[src/rtl/fetch_ctrl_risk_if.sv]
// rtl/fetch_ctrl_risk_if.sv - fetch controller bus bundle (PC, memory, decode)
//
// Purpose: groups the PC-enable, instruction-memory req/ack and decode valid/ready
//          signals of fetch_ctrl_risk into one bundle.
// Ports (signals):
//   i_pc        PC register q            o_pc_en     PC register enable
//   o_mem_req   memory read request      o_mem_addr  memory read address
//   i_mem_ack   read done                i_mem_rdata instruction word
//   o_valid     word valid to decode     o_instr     fetched instruction
//   o_instr_pc  PC of o_instr            i_ready     decode accepts
//   i_flush     taken branch/jump
// Modports: master = fetch controller, slave = surrounding pipeline/memory.
interface fetch_ctrl_risk_if #(
    parameter int ADDR_W = 32,
    parameter int DATA_W = 32
);
    logic [ADDR_W-1:0] i_pc;
    logic              o_pc_en;
    logic              o_mem_req;
    logic [ADDR_W-1:0] o_mem_addr;
    logic              i_mem_ack;
    logic [DATA_W-1:0] i_mem_rdata;
    logic              o_valid;
    logic [DATA_W-1:0] o_instr;
    logic [ADDR_W-1:0] o_instr_pc;
    logic              i_ready;
    logic              i_flush;

    modport master (
        input  i_pc, i_mem_ack, i_mem_rdata, i_ready, i_flush,
        output o_pc_en, o_mem_req, o_mem_addr, o_valid, o_instr, o_instr_pc
    );

    modport slave (
        output i_pc, i_mem_ack, i_mem_rdata, i_ready, i_flush,
        input  o_pc_en, o_mem_req, o_mem_addr, o_valid, o_instr, o_instr_pc
    );
endinterface

[src/rtl/fetch_ctrl_risk.sv]
// rtl/fetch_ctrl_risk.sv - instruction fetch controller with 1-entry skid buffer
//
// Purpose: reads the instruction at the current PC over a req/ack memory port,
//          presents {instr, pc} to decode over valid/ready, and enables the PC
//          register only when a fetch is accepted. Flushes on taken branch/jump.
// Ports:
//   i_clk  clock, rising edge
//   i_rst  asynchronous active-high reset
//   bus    fetch_ctrl_risk_if.master (PC enable, memory req/ack, decode valid/ready,
//          flush)
module fetch_ctrl_risk #(
    parameter int                ADDR_W  = 32,
    parameter int                DATA_W  = 32,
    parameter logic [DATA_W-1:0] NOP_VAL = 32'h0000_0013
) (
    input  logic                i_clk,
    input  logic                i_rst,
    fetch_ctrl_risk_if.master   bus
);
    typedef enum logic [1:0] {
        IDLE  = 2'd0,
        REQ   = 2'd1,
        SKID  = 2'd2,
        DRAIN = 2'd3
    } state_t;

    state_t            state_q, state_d;
    logic              mem_req_q, mem_req_d;
    logic [ADDR_W-1:0] mem_addr_q, mem_addr_d;
    logic              valid_q, valid_d;
    logic [DATA_W-1:0] instr_q, instr_d;
    logic [ADDR_W-1:0] instr_pc_q, instr_pc_d;
    logic [DATA_W-1:0] skid_instr_q, skid_instr_d;
    logic [ADDR_W-1:0] skid_pc_q, skid_pc_d;
    logic              pc_en;
    logic              slot_free;

    assign slot_free = !valid_q || bus.i_ready;

    always_comb begin
        state_d      = state_q;
        mem_addr_d   = mem_addr_q;
        valid_d      = valid_q;
        instr_d      = instr_q;
        instr_pc_d   = instr_pc_q;
        skid_instr_d = skid_instr_q;
        skid_pc_d    = skid_pc_q;
        pc_en        = 1'b0;

        // Word currently on the output is consumed by decode.
        if (valid_q && bus.i_ready) begin
            valid_d = 1'b0;
        end

        case (state_q)
            IDLE: begin
                state_d    = REQ;
                mem_addr_d = bus.i_pc;
            end
            REQ: begin
                // Track the live PC so a flush can freeze the outstanding address.
                mem_addr_d = bus.i_pc;
                if (bus.i_mem_ack) begin
                    pc_en = 1'b1;
                    if (slot_free) begin
                        valid_d    = 1'b1;
                        instr_d    = bus.i_mem_rdata;
                        instr_pc_d = bus.i_pc;
                    end else begin
                        skid_instr_d = bus.i_mem_rdata;
                        skid_pc_d    = bus.i_pc;
                        state_d      = SKID;
                    end
                end
            end
            SKID: begin
                if (bus.i_ready) begin
                    valid_d    = 1'b1;
                    instr_d    = skid_instr_q;
                    instr_pc_d = skid_pc_q;
                    state_d    = REQ;
                end
            end
            DRAIN: begin
                // Returning word belongs to the squashed path; discard it.
                if (bus.i_mem_ack) begin
                    state_d = REQ;
                end
            end
            default: state_d = IDLE;
        endcase

        // Flush wins over all of the above. The PC loads the target at this edge,
        // so a pending un-acked request must be drained at its old address.
        if (bus.i_flush) begin
            pc_en      = 1'b1;
            valid_d    = 1'b0;
            instr_d    = NOP_VAL;
            instr_pc_d = instr_pc_q;
            if ((state_q == REQ || state_q == DRAIN) && !bus.i_mem_ack) begin
                state_d = DRAIN;
            end else begin
                state_d = REQ;
            end
        end

        mem_req_d = (state_d == REQ) || (state_d == DRAIN);

        if (i_rst) begin
            pc_en = 1'b0;
        end
    end

    always_ff @(posedge i_clk or posedge i_rst) begin
        if (i_rst) begin
            state_q      <= IDLE;
            mem_req_q    <= 1'b0;
            mem_addr_q   <= '0;
            valid_q      <= 1'b0;
            instr_q      <= NOP_VAL;
            instr_pc_q   <= '0;
            skid_instr_q <= '0;
            skid_pc_q    <= '0;
        end else begin
            state_q      <= state_d;
            mem_req_q    <= mem_req_d;
            mem_addr_q   <= mem_addr_d;
            valid_q      <= valid_d;
            instr_q      <= instr_d;
            instr_pc_q   <= instr_pc_d;
            skid_instr_q <= skid_instr_d;
            skid_pc_q    <= skid_pc_d;
        end
    end

    // In REQ the address comes straight from the PC register q. The PC only moves
    // when o_pc_en is high (ack or flush), so it is stable for the whole request,
    // and this is what allows a new request every cycle right after an ack.
    // DRAIN uses the frozen copy because the PC has already jumped to the target.
    assign bus.o_mem_addr = (state_q == REQ) ? bus.i_pc : mem_addr_q;
    assign bus.o_mem_req  = mem_req_q;
    assign bus.o_pc_en    = pc_en;
    assign bus.o_valid    = valid_q;
    assign bus.o_instr    = instr_q;
    assign bus.o_instr_pc = instr_pc_q;
endmodule

[src/flat_wrapper.sv]
// flat-port wrapper written by rule: the top's interface ports become plain ports
module fetch_ctrl_risk_flat 
#(
    parameter int                ADDR_W  = 32,
    parameter int                DATA_W  = 32,
    parameter logic [DATA_W-1:0] NOP_VAL = 32'h0000_0013
)
  (i_clk, i_rst, bus_i_pc, bus_i_mem_ack, bus_i_mem_rdata, bus_i_ready, bus_i_flush, bus_o_pc_en, bus_o_mem_req, bus_o_mem_addr, bus_o_valid, bus_o_instr, bus_o_instr_pc);
  fetch_ctrl_risk_if #(.ADDR_W(ADDR_W), .DATA_W(DATA_W)) bus_i ();
  input  logic i_clk;
  input  logic i_rst;
  input wire logic [$bits(bus_i.i_pc)-1:0] bus_i_pc;
  input wire logic [$bits(bus_i.i_mem_ack)-1:0] bus_i_mem_ack;
  input wire logic [$bits(bus_i.i_mem_rdata)-1:0] bus_i_mem_rdata;
  input wire logic [$bits(bus_i.i_ready)-1:0] bus_i_ready;
  input wire logic [$bits(bus_i.i_flush)-1:0] bus_i_flush;
  output wire logic [$bits(bus_i.o_pc_en)-1:0] bus_o_pc_en;
  output wire logic [$bits(bus_i.o_mem_req)-1:0] bus_o_mem_req;
  output wire logic [$bits(bus_i.o_mem_addr)-1:0] bus_o_mem_addr;
  output wire logic [$bits(bus_i.o_valid)-1:0] bus_o_valid;
  output wire logic [$bits(bus_i.o_instr)-1:0] bus_o_instr;
  output wire logic [$bits(bus_i.o_instr_pc)-1:0] bus_o_instr_pc;
  assign bus_i.i_pc = bus_i_pc;
  assign bus_i.i_mem_ack = bus_i_mem_ack;
  assign bus_i.i_mem_rdata = bus_i_mem_rdata;
  assign bus_i.i_ready = bus_i_ready;
  assign bus_i.i_flush = bus_i_flush;
  assign bus_o_pc_en = bus_i.o_pc_en;
  assign bus_o_mem_req = bus_i.o_mem_req;
  assign bus_o_mem_addr = bus_i.o_mem_addr;
  assign bus_o_valid = bus_i.o_valid;
  assign bus_o_instr = bus_i.o_instr;
  assign bus_o_instr_pc = bus_i.o_instr_pc;
  fetch_ctrl_risk #(.ADDR_W(ADDR_W), .DATA_W(DATA_W), .NOP_VAL(NOP_VAL)) u_core (.i_clk(i_clk), .i_rst(i_rst), .bus(bus_i));
endmodule
[config.mk]
export PLATFORM = sky130hd
export DESIGN_NAME = fetch_ctrl_risk_flat
export DESIGN_NICKNAME = d
export VERILOG_FILES = /design/src/rtl/fetch_ctrl_risk_if.sv /design/src/rtl/fetch_ctrl_risk.sv /design/src/flat_wrapper.sv
export SDC_FILE = /design/constraint.sdc
export NUM_CORES = 1
export LEC_CHECK = 0
export CAP_MARGIN = 40
export CORE_MARGIN = 2
export CORE_UTILIZATION = 51
export DETAILED_ROUTE_END_ITERATION = 7
export GPL_ROUTABILITY_DRIVEN = 0
export PLACE_DENSITY_LB_ADDON = 0.12
export SYNTH_ARGS = -nofsm -noshare
export SYNTH_HDL_FRONTEND = slang
export SYNTH_SLANG_ARGS = --single-unit
[constraint.sdc]
create_clock -name i_clk -period 6.4 [get_ports i_clk]
set_input_delay 1.6 -clock i_clk [delete_from_list [all_inputs] [get_ports i_clk]]
set_output_delay 1.6 -clock i_clk [all_outputs]
set_load 0.005 [all_outputs]
; ---- Word-level counts from Yosys, hierarchy flattened
; Index checks and enable logic that the tools add are counted.
[op_classes]
add_sub_neg = 0
multipliers = 0
n_div = 0
order_cmp = 0
eq_ne = 11
shifts = 0
muxes = 27
bitwise = 2
n_reduce_logical = 14
[ops]
columns = operator, count
row1 = two-way mux 32 bit, 8
row2 = one-hot mux 32 bit (2 select lines), 2
row3 = two-way mux 2 bit, 6
row4 = two-way mux 1 bit, 9
row5 = one-hot mux 2 bit (4 select lines), 1
row6 = == test 2 bit (second input constant), 3
row7 = != test 3 bit (second input constant), 2
row8 = AND reduction 5 bit, 1
row9 = == test 2 x 1 -> 1 bit (second input constant), 2
row10 = != test 2 bit (second input constant), 2
row11 = AND reduction 4 bit, 1
row12 = logical OR 1 bit, 3
row13 = != test 3 x 2 -> 1 bit (second input constant), 1
row14 = AND reduction 3 bit, 1
row15 = nonzero test 3 bit, 1
row16 = logical AND 1 bit, 2
row17 = logical NOT 1 bit, 2
row18 = logical NOT 2 bit, 1
row19 = != test 2 x 1 -> 1 bit (second input constant), 1
row20 = inverter 1 bit, 2
row21 = one-hot mux 1 bit (2 select lines), 1
row22 = nonzero test 2 bit, 1
row23 = OR reduction 2 bit, 1
[word_totals]
reg_bits = 164
latchBits = 0
mem_bits_rw = 0
mem_bits_ro = 0
in_bits = 69
mem_count = 0

; ---- Depth between registers and ports, before layout
; Gate-level depths: netlist of run 1.
[logic_depth]
depth_word = 8
mapped_depth = 9
mapped_depth_nobuf = 6

; ---- Worst setup path after synthesis of run 1
; Ideal clock, no wire load.
[synth_path]
path_kind = input port to output port
startpoint = in bus_i_mem_ack
endpoint = out bus_o_pc_en
arrival_ps = 1931
required_ps = 4800
path_slack_ps = 2869
cell_stages = 3
cell_sequence = buf_2 -> a21oi_1 -> nor2_1
[synth_via]
elab_chain_cells = 4
[synth_rtl]
columns = item, line
row1 = "start, declared", flat_wrapper.sv:13  ; input wire logic [$bits(bus_i.i_mem_ack)-1:0] bus_i_mem_ack;
row2 = two-way mux 1 bit, fetch_ctrl_risk.sv:63  ; if (bus.i_mem_ack) begin
row3 = two-way mux 1 bit, fetch_ctrl_risk.sv:55  ; case (state_q)
row4 = two-way mux 1 bit, fetch_ctrl_risk.sv:95  ; if (bus.i_flush) begin
row5 = two-way mux 1 bit, fetch_ctrl_risk.sv:109  ; if (i_rst) begin
row6 = "end, declared", flat_wrapper.sv:17  ; output wire logic [$bits(bus_i.o_pc_en)-1:0] bus_o_pc_en;
; No other way between the ends.

; ---- Worst setup path in the final report of run 1
; Ends and elaborated chain as after synthesis.

==> metrics, run 1 <==
Reg area slightly above 4000 µm²; Design Power 4.65 mW; post_cts resized 0; # rows 44; IR drop worst, VDD 0.263 mV; maximum root-to-sink buffer count 2; post-route antenna net violation count 0; post-CTS setup buffers 0; Yosys top cell by area dfrtp_1; Skew-Pair Late Insertion Delay between 0.4 and 0.5 ns; DRC errors left 0; total wire length roughly 17000 µm; via count just under 5000; vias in the first global route 5264; Slew Viols, Final 0; RSZ-0062 raised after global routing no; Worst EP required 4.80 ns; skew final 0.00633 ns; die width between 100 and 150 µm; CTS Buf Count 17; final hold violations 0; vias per cell between 5 and 6; crit path time final 4.64 ns; worst slew pin tran ~0.83 ns; # fillers roughly 1000; mean cell area of the mapped netlist ~15 µm²; I/O Buffers 167; Cells after Synth roughly 520; Worst-path clk slew ~0.060 ns; hold_buf cts 0; Rel. slew slack around 45%; syn_nets about 600; 1st-iter DRT viols slightly above 400; CTS tree built; setup TNS 0 ns; Crit. End Element output pin; post-synth cell types 30; fmax 0.215 GHz; r2r startpoint u_core.state_q[1]$_DFF_PP0_; gr ovfl total 0; synthesized flop and latch total 163; n_diodes 0; CP Launch Type input pin; period utilization 72.5%; Seq/Total Area, Yosys between 50% and 60%; worst path arrival time approximately 3.0 ns; initial antenna violation count 0; P_leak 4.32 nW; Routed WL per cell 18.8 µm; Nets about 760; largest net degree at the start of global routing 83; GR Util All Layers 22.1%; die area roughly 16000 µm²; Initial Utilization between 50% and 60%; chip height around 130 µm; endpoints failing setup 0; Clock Root Buffer clkbuf_16; Synth top area share approximately 53%; multi-input combinational cell area roughly 3300 µm²; hold crit path type flop to flop; share of cells above drive strength 1 between 30 and 40%; DP HPWL approximately 11000 µm; TritonRoute pass-1 iters 4; CP Class input pin to output pin; Synth Cell Area ~7600 µm²; Clock Sinks 163; yosys warns 0; max cap viols 0; first-pass GRT wire length roughly 28000 µm; core area ~15000 µm²; Hold Crit Start u_core.bus.o_instr_pc[22]$_DFFE_PP0P_; H-tree levels 4; Boundary Pins 168; status finished, final reports clean; Worst Hold Slack 0.481 ns; area grow syn2layout 32.3%; Setup crit start bus_i_mem_ack; largest cells by area after synthesis dfrtp_1 53%, mux2_2 12%, mux2_4 9.7%, mux2i_1 8.0%, o2bb2ai_2 5.7%; worst-path fanout max 9; Cell Pwr Density ~460 nW/µm²
cell families after synthesis:
logic type / share of synthesized area [%]
simple gates: 2.42
compound gates: 9.57
buf+inv: 3.74
fa+ha+maj: 0.659
flops: 53.7
mux: 29.9
sequential cells by signal, indices dropped and copies added (netlist names):
signal and flops:
u_core.bus.o_instr 32, u_core.bus.o_instr_pc 32, u_core.mem_addr_q 32, u_core.skid_instr_q 32, u_core.skid_pc_q 32, u_core.state_q 2
u_core.bus.o_valid 1
Yosys cell counts:
library cell  number
o21ai_1           11
a221oi_1           1
ha_1               4
o21ai_0           23
nor2_2             1
o22ai_1            2
buf_4              4
inv_1              6
nand2_1           36
nor2_1             4
a21oi_1            2
mux2_4            49
nor2b_2            1
buf_6             12
dfstp_2            3
nand3b_1           1
o32a_4             1
o2bb2ai_2         29
o211ai_1           1
or2_2              1
clkbuf_1           3
mux2_2            82
o22a_1             3
o2bb2ai_1          1
a211oi_1           2
buf_2             17
mux2i_1           61
nand3_1            1
dfrtp_1          160
o21ba_1            1
per-stage QoR:
stage                     util [%]  area (µm²)  cells  setup slack [ns]
final                         69.1       10000    879              1.76
after global routing          69.1       10000    879              1.67
after CTS                     69.1       10000    879              1.76
after detailed placement      64.9        9430    847              1.77
after global placement        64.1        9310    842              1.73
after floorplan                  -        7600    523             0.400
final cells by class:
| cell class | instances | share of cell area (%) |
|---|---|---|
| inverters | 6 | 0.274 |
| well taps | 184 | 2.29 |
| repair buffers | 176 | 18.1 |
| clock inverters | 9 | 1.52 |
| flip-flops and latches | 163 | 40.6 |
| clock buffers | 23 | 4.66 |
| multi-input cells | 318 | 32.5 |
placed cells by master (no fill, tap or decap), types with 5 or more instances in the layout:
cell type        instances
clkdlybuf4s50_1        167
dfrtp_1                160
mux2_2                  82
mux2i_1                 61
mux2_4                  49
nand2_1                 36
o2bb2ai_2               29
o21ai_0                 23
clkbuf_16               17
o21ai_1                 11
inv_1                    5
power by group:
| part | switching (mW) | internal, mW |
|---|---|---|
| Combinational | 0.674 | 1.16 |
| Clock | 0.408 | 0.673 |
| Sequential | 0.261 | 1.47 |
| Total | 1.34 | 3.30 |
critical path, stage by stage:
cell and delay [ns]:
clkdlybuf4s50_1 0.68, a21oi_1 0.12, nor2_1 0.11, clkdlybuf4s50_1 0.54
final timing paths:
path	slack, ns	depth (start not counted)	to
min in group asynchronous	1.73	2	u_core.skid_pc_q[24]$_DFFE_PP0P_
max in group asynchronous	3.62	3	u_core.skid_instr_q[23]$_DFFE_PP0P_
max reg2reg	3.87	8	u_core.bus.o_instr_pc[31]$_DFFE_PP0P_
min reg2reg	0.48	2	u_core.bus.o_instr_pc[22]$_DFFE_PP0P_
max	1.76	4	bus_o_pc_en
min	0.48	2	u_core.bus.o_instr_pc[22]$_DFFE_PP0P_
layer usage:
layer  GRT usage [%]  up-vias  part of all wire (%)
met3            7.05       17                   5.1
met2            35.4      125                    48
li1                -     2199                     -
met1            29.1     2477                    45
met5               0        -                     0
met4            6.01        0                   1.2
No activity file was read; power rests on OpenSTA's default activity.
==> inputs of run 2 (changes only) <==
==> constraint.sdc (replaced) <==
create_clock -name i_clk -period 4.6 [get_ports i_clk]
set_input_delay 1.15 -clock i_clk [delete_from_list [all_inputs] [get_ports i_clk]]
set_output_delay 1.15 -clock i_clk [all_outputs]
set_load 0.005 [all_outputs]
==> metrics, run 2 (same netlist as run 1, synthesis figures left out) <==
worst-path fanout max 9 (unchanged); hold_buf cts 0 (unchanged); crit-path cells clkdlybuf4s50_1, a21oi_1, nor2_1, clkdlybuf4s50_1; CTS Buf Count 17 (unchanged); H-tree levels 4 (unchanged); commonest non-fill, non-tap cell in the layout clkdlybuf4s50_1; hold crit path type flop to flop; Routed WL per cell 18.8 µm (-0.15%); CTS tree built; Initial Utilization 52.3% (unchanged); Hold Crit Start u_core.bus.o_instr_pc[30]$_DFFE_PP0P_; initial antenna violation count 0 (unchanged); Design Power 6.30 mW (+36%); r2r startpoint u_core.state_q[1]$_DFF_PP0_; Clock Root Buffer clkbuf_16; cells on worst reg2reg path 7 (-1); worst setup margin 0.867 ns (-0.890 ns); Largest stage delay, worst path 0.71 ns (+0.03 ns); slowest CP cell clkdlybuf4s50_1; Skew-Pair Late Insertion Delay 0.43 ns (about the same); Crit Reg-Reg Endpoint u_core.bus.o_instr[6]$_DFFE_PP0P_; Int Pwr 4.43 mW (+34%); die width 126 µm (unchanged); share of cells above drive strength 1 30.6% (+0.53 points); period utilization 81.1%; final hold violations 0 (unchanged); status finished, final reports clean; n_diodes 0 (unchanged); via count 4783 (-0.73%); CP Class input pin to output pin; Slew Viols, Final 0 (unchanged); P_leak 4.30 nW (-0.43%); Place WS 0.884 ns (-0.882 ns); Worst-path clk slew 0.06 ns (about the same); setup TNS 0 ns (unchanged); vias in the first global route 5219 (-0.85%); flop2flop setup slack 1.92 ns (-1.95 ns); Clock Sinks 163 (unchanged); cell family with most CP delay buffers and inverters; core area 14500 µm² (unchanged); Reg power frac 38.3% (+1.0 points); RSZ-0062 raised after global routing no; Clk pwr share 21.3% (-2.0 points); area grow syn2layout 31.7%; TritonRoute pass-1 iters 5 (+1); endpoints failing setup 0 (unchanged); Nets 756 (+0.13%); largest net degree at the start of global routing 75 (-9.6%); gr ovfl total 0 (unchanged); vias per cell 5.44 (-0.84%); post-CTS setup buffers 0 (unchanged); worst path arrival time 2.58 ns (-0.46 ns); Hold EP u_core.bus.o_instr_pc[30]$_DFFE_PP0P_; Cell Pwr Density 630 nW/µm² (+36%); worst slew pin tran 0.823 ns (-0.00781 ns); IR drop worst, VDD 0.351 mV (+33%); total wire length 16500 µm (about the same); Worst EP required 3.45 ns (-1.35 ns); # rows 44 (unchanged); chip height 126 µm (unchanged); max cap viols 0 (unchanged); post_cts resized 0 (unchanged); CP Depth 4 (unchanged); Rel. slew slack 45.0% (+0.39 points); fmax around 0.27 GHz; skew final 0.0121 ns (+0.00572 ns); commonest non-fill, non-tap cells in the layout 167 x clkdlybuf4s50_1, 160 x dfrtp_1, 82 x mux2_2; worst hold stages 2 (unchanged); Worst path most repeated cell clkdlybuf4s50_1; Sw Ratio 29.7% (+0.82 points); P_sw 1.87 mW (+39%); I/O Buffers 167 (unchanged); DP HPWL 10900 µm (+1.5%); die area 15900 µm² (unchanged); DRC errors left 0 (unchanged); Boundary Pins 168 (unchanged); first-pass GRT wire length 27500 µm (-1.1%); CP bufs+invs 2 (unchanged); Crit. End Element output pin; 1st-iter DRT viols 255 (-37%); combinational power share 40.4% (+1.0 points); GR Util All Layers 21.9% (-0.12 points); post-route antenna net violation count 0 (unchanged); CP Launch Type input pin; maximum root-to-sink buffer count 2 (unchanged); crit path time final 3.73 ns
[run 2: changes by cell type in the layout (fill, tap and decap cells not counted)]
cell       change
buf_16         -1
clkbuf_1       -3
clkinv_2       +2
buf_12         +2
clkinv_4       +5
bufinv_16      -3
inv_6          -1
[run 2: cell type report]
cell class | count | area (µm²)
repair buffers | 177 | 1830
inverters | 6 | 26.3
clock buffers | 20 | 457
multi-input cells | 318 | 3270
flip-flops and latches | 163 | 4080
clock inverters | 12 | 109
well taps | 184 | 230
fillers | 1055 | 4530
[run 2: power by group through the flow]
stage / combinational (mW) / clock, mW / sequential (mW)
final: 2.55 / 1.34 / 2.41
after global routing: 2.75 / 1.44 / 2.49
after CTS: 2.59 / 1.37 / 2.41
after detailed placement: 2.58 / 0 / 2.42
after global placement: 2.46 / 0 / 2.39
after floorplan: 1.49 / 0 / 2.35
[run 2: how the worst max path moves through the flow]
| stage | from | end | slack [ns] |
|---|---|---|---|
| 6_report | bus_i_mem_ack | bus_o_pc_en | 0.87 |
| 5_1_grt | u_core.state_q[1]$_DFF_PP0_ | bus_o_mem_addr[28] | 0.76 |
| 4_1_cts | u_core.state_q[1]$_DFF_PP0_ | bus_o_mem_addr[28] | 0.84 |
| 3_5_place_dp | bus_i_mem_ack | bus_o_pc_en | 0.88 |
| 3_3_place_gp | bus_i_mem_ack | bus_o_pc_en | 0.86 |
| 2_1_floorplan | i_rst | u_core.bus.o_instr[10]$_DFFE_PP0P_ | 1.38 |
[run 2: per-layer routing]
metal,vias to the layer above,part of all wire (%),global-route usage (%)
li1,2205,-,-
met1,2439,44,28.7
met2,123,50,35.6
met3,16,5.0,5.95
met4,0,1.1,7.24
met5,-,0,0
[run 2: metrics by stage]
stage               hold WS (ns)  util [%]  instance area [µm²]  cells
global placement           0.464      64.5                 9370    845
detailed placement         0.476      64.9                 9440    848
global route               0.515      68.8                10000    880
CTS                        0.490      68.8                10000    880
finish                     0.483      68.8                10000    880
floorplan                  0.473         -                 7600    523
[run 2: tightest hold or removal path: stages, from the launching register on]
cell     delay (ns)
dfrtp_1        0.34
nand2_1        0.05
o21ai_0        0.06
==> inputs of run 3 (changes only) <==
--- a/config.mk
+++ b/config.mk
@@ -7,7 +7,7 @@
 export LEC_CHECK = 0
 export CAP_MARGIN = 40
 export CORE_MARGIN = 2
-export CORE_UTILIZATION = 51
+export CORE_UTILIZATION = 46
 export DETAILED_ROUTE_END_ITERATION = 7
 export GPL_ROUTABILITY_DRIVEN = 0
 export PLACE_DENSITY_LB_ADDON = 0.12
==> constraint.sdc (replaced) <==
create_clock -name i_clk -period 3.23 [get_ports i_clk]
set_input_delay 0.8075 -clock i_clk [delete_from_list [all_inputs] [get_ports i_clk]]
set_output_delay 0.8075 -clock i_clk [all_outputs]
set_load 0.005 [all_outputs]
==> metrics, run 3 (same netlist as run 1, synthesis figures left out) <==
Skew-Pair Late Insertion Delay 0.43 ns (about the same); top layer used by detailed routing met4; I/O Buffers 167 (unchanged); TritonRoute pass-1 iters 4 (-1); Cell Pwr Density 908 nW/µm² (+44%); # fillers 1236 (+17%); period utilization between 90% and 100%; Crit. End Element output pin; initial antenna violation count 0 (unchanged); CP Launch Type flop; H-tree levels 4 (unchanged); Worst EP required 2.42 ns (-1.03 ns); setup TNS 0 ns (unchanged); DP HPWL 11300 µm (+3.6%); worst slew pin tran 0.674 ns (-0.149 ns); Worst-path clk slew 0.06 ns (about the same); commonest non-fill, non-tap cells in the layout 167 x clkdlybuf4s50_1, 160 x dfrtp_1, 82 x mux2_2; final hold violations 0 (unchanged); Worst Hold Slack 0.480 ns (-0.00306 ns); WL met3 815 µm (-1.9%); combinational power share 40.1% (-0.3 points); Reg area 4080 µm² (unchanged); share of cells above drive strength 1 31.3% (+0.74 points); IR drop worst, VDD 0.507 mV (+44%); Clock Root Buffer clkbuf_16; P_sw 2.75 mW (+47%); max cap viols 0 (unchanged); CTS Buf Count 17 (unchanged); n_diodes 0 (unchanged); CP Class flop to output pin; Clock Sinks 163 (unchanged); GR Util All Layers 20.6% (-1.4 points); via count 4810 (+0.56%); total wire length 17100 µm (+3.8%); worst-path fanout max 23 (+14); # rows 46 (+4.5%); vias per cell 5.24 (-3.6%); die width 133 µm (+5.1%); Initial Utilization 47.5% (-4.8 points); crit path time final between 3 and 4 ns; commonest non-fill, non-tap cell in the layout clkdlybuf4s50_1; metal2 WL 8400 µm (+2.7%); met1 wire length 7710 µm (+5.4%); endpoints failing setup 0 (unchanged); Sw Ratio 29.7% (about the same); Routed WL per cell 18.7 µm (-0.46%); P_leak 4.37 nW (+1.6%); area grow syn2layout 34.3%; chip height 133 µm (+5.1%); 1st-iter DRT viols 202 (-21%); post-CTS setup buffers 0 (unchanged); maximum root-to-sink buffer count 2 (unchanged); DRC errors left 0 (unchanged); Rel. slew slack 55.0% (+10 points); RSZ-0062 raised after global routing no; Int Pwr 6.51 mW (+47%); skew final 0.00994 ns (-0.00211 ns); die area 17600 µm² (+11%); Slew Viols, Final 0 (unchanged); Reg power frac 37.2% (-1.1 points); hold crit path type flop to flop; Nets 762 (+0.79%); Boundary Pins 168 (unchanged); CTS tree built; vias in the first global route 5316 (+1.9%); Clk pwr share 22.8% (+1.5 points); largest net degree at the start of global routing 55 (-27%); fmax ~0.33 GHz; worst path arrival time 2.25 ns (-0.33 ns); post-route antenna net violation count 0 (unchanged); multi-input combinational cell area 3280 µm² (+0.31%); core area 16000 µm² (+10%); gr ovfl total 0 (unchanged); status finished, final reports clean; first-pass GRT wire length 28400 µm (+3.4%)
## run 3: power by group through the flow
stage,combinational [mW],sequential [mW],clock (mW)
finish,3.71,3.44,2.11
global route,4.00,3.54,2.23
CTS,3.77,3.44,2.15
detailed placement,3.75,3.45,0
global placement,3.67,3.40,0
floorplan,2.13,3.34,0
## run 3: area by class of cell
class / count / area share (%)
tap: 216 / 2.65
clock inverter: 14 / 1.73
multi-input combinational: 318 / 32.1
sequential: 163 / 40.0
inverter: 6 / 0.257
timing repair buffer: 183 / 18.9
clock buffer: 18 / 4.30
## run 3: worst paths after layout
kind                                                        from                                    end  slack (ns)  depth (start not counted)
max                                  u_core.state_q[1]$_DFF_PP0_                     bus_o_mem_addr[17]        0.18                          5
min                        u_core.bus.o_instr_pc[16]$_DFFE_PP0P_  u_core.bus.o_instr_pc[16]$_DFFE_PP0P_        0.48                          2
max in group asynchronous                                  i_rst      u_core.bus.o_instr[4]$_DFFE_PP1P_        1.66                          3
max reg2reg                          u_core.state_q[0]$_DFF_PP0_   u_core.bus.o_instr_pc[7]$_DFFE_PP0P_        0.95                          7
min reg2reg                u_core.bus.o_instr_pc[16]$_DFFE_PP0P_  u_core.bus.o_instr_pc[16]$_DFFE_PP0P_        0.48                          2
min in group asynchronous                                  i_rst      u_core.mem_addr_q[18]$_DFFE_PP0P_        0.87                          2
## run 3: per-layer routing
layer  GRT usage [%]  up-vias
met5               0        -
li1                -     2216
met4            5.97        0
met1            26.1     2467
met2            34.5      110
met3            5.82       17
## run 3: through the flow
stage / utilization (%) / instance area (µm²) / power, mW / worst slack (ns) / std cells
3_5_place_dp: 59.9 / 9580 / 7.21 / 0.373 / 886
2_1_floorplan: - / 7600 / 5.47 / 0.354 / 523
5_1_grt: 63.8 / 10200 / 9.78 / 0.0691 / 918
6_report: 63.8 / 10200 / 9.27 / 0.175 / 918
3_3_place_gp: 59.9 / 9580 / 7.06 / 0.357 / 886
4_1_cts: 63.7 / 10200 / 9.36 / 0.0565 / 918
## run 3: critical path, stage by stage (launching register included)
cell,delay [ns]
dfrtp_1,0.42
inv_1,0.14
ha_4,0.23
buf_12,0.20
mux2_2,0.36
clkdlybuf4s50_1,0.47
## run 3: timing repair
action,CTS,global route
resized for setup,0,1
endpoints found under the setup margin,0,14
hold buffers,0,0
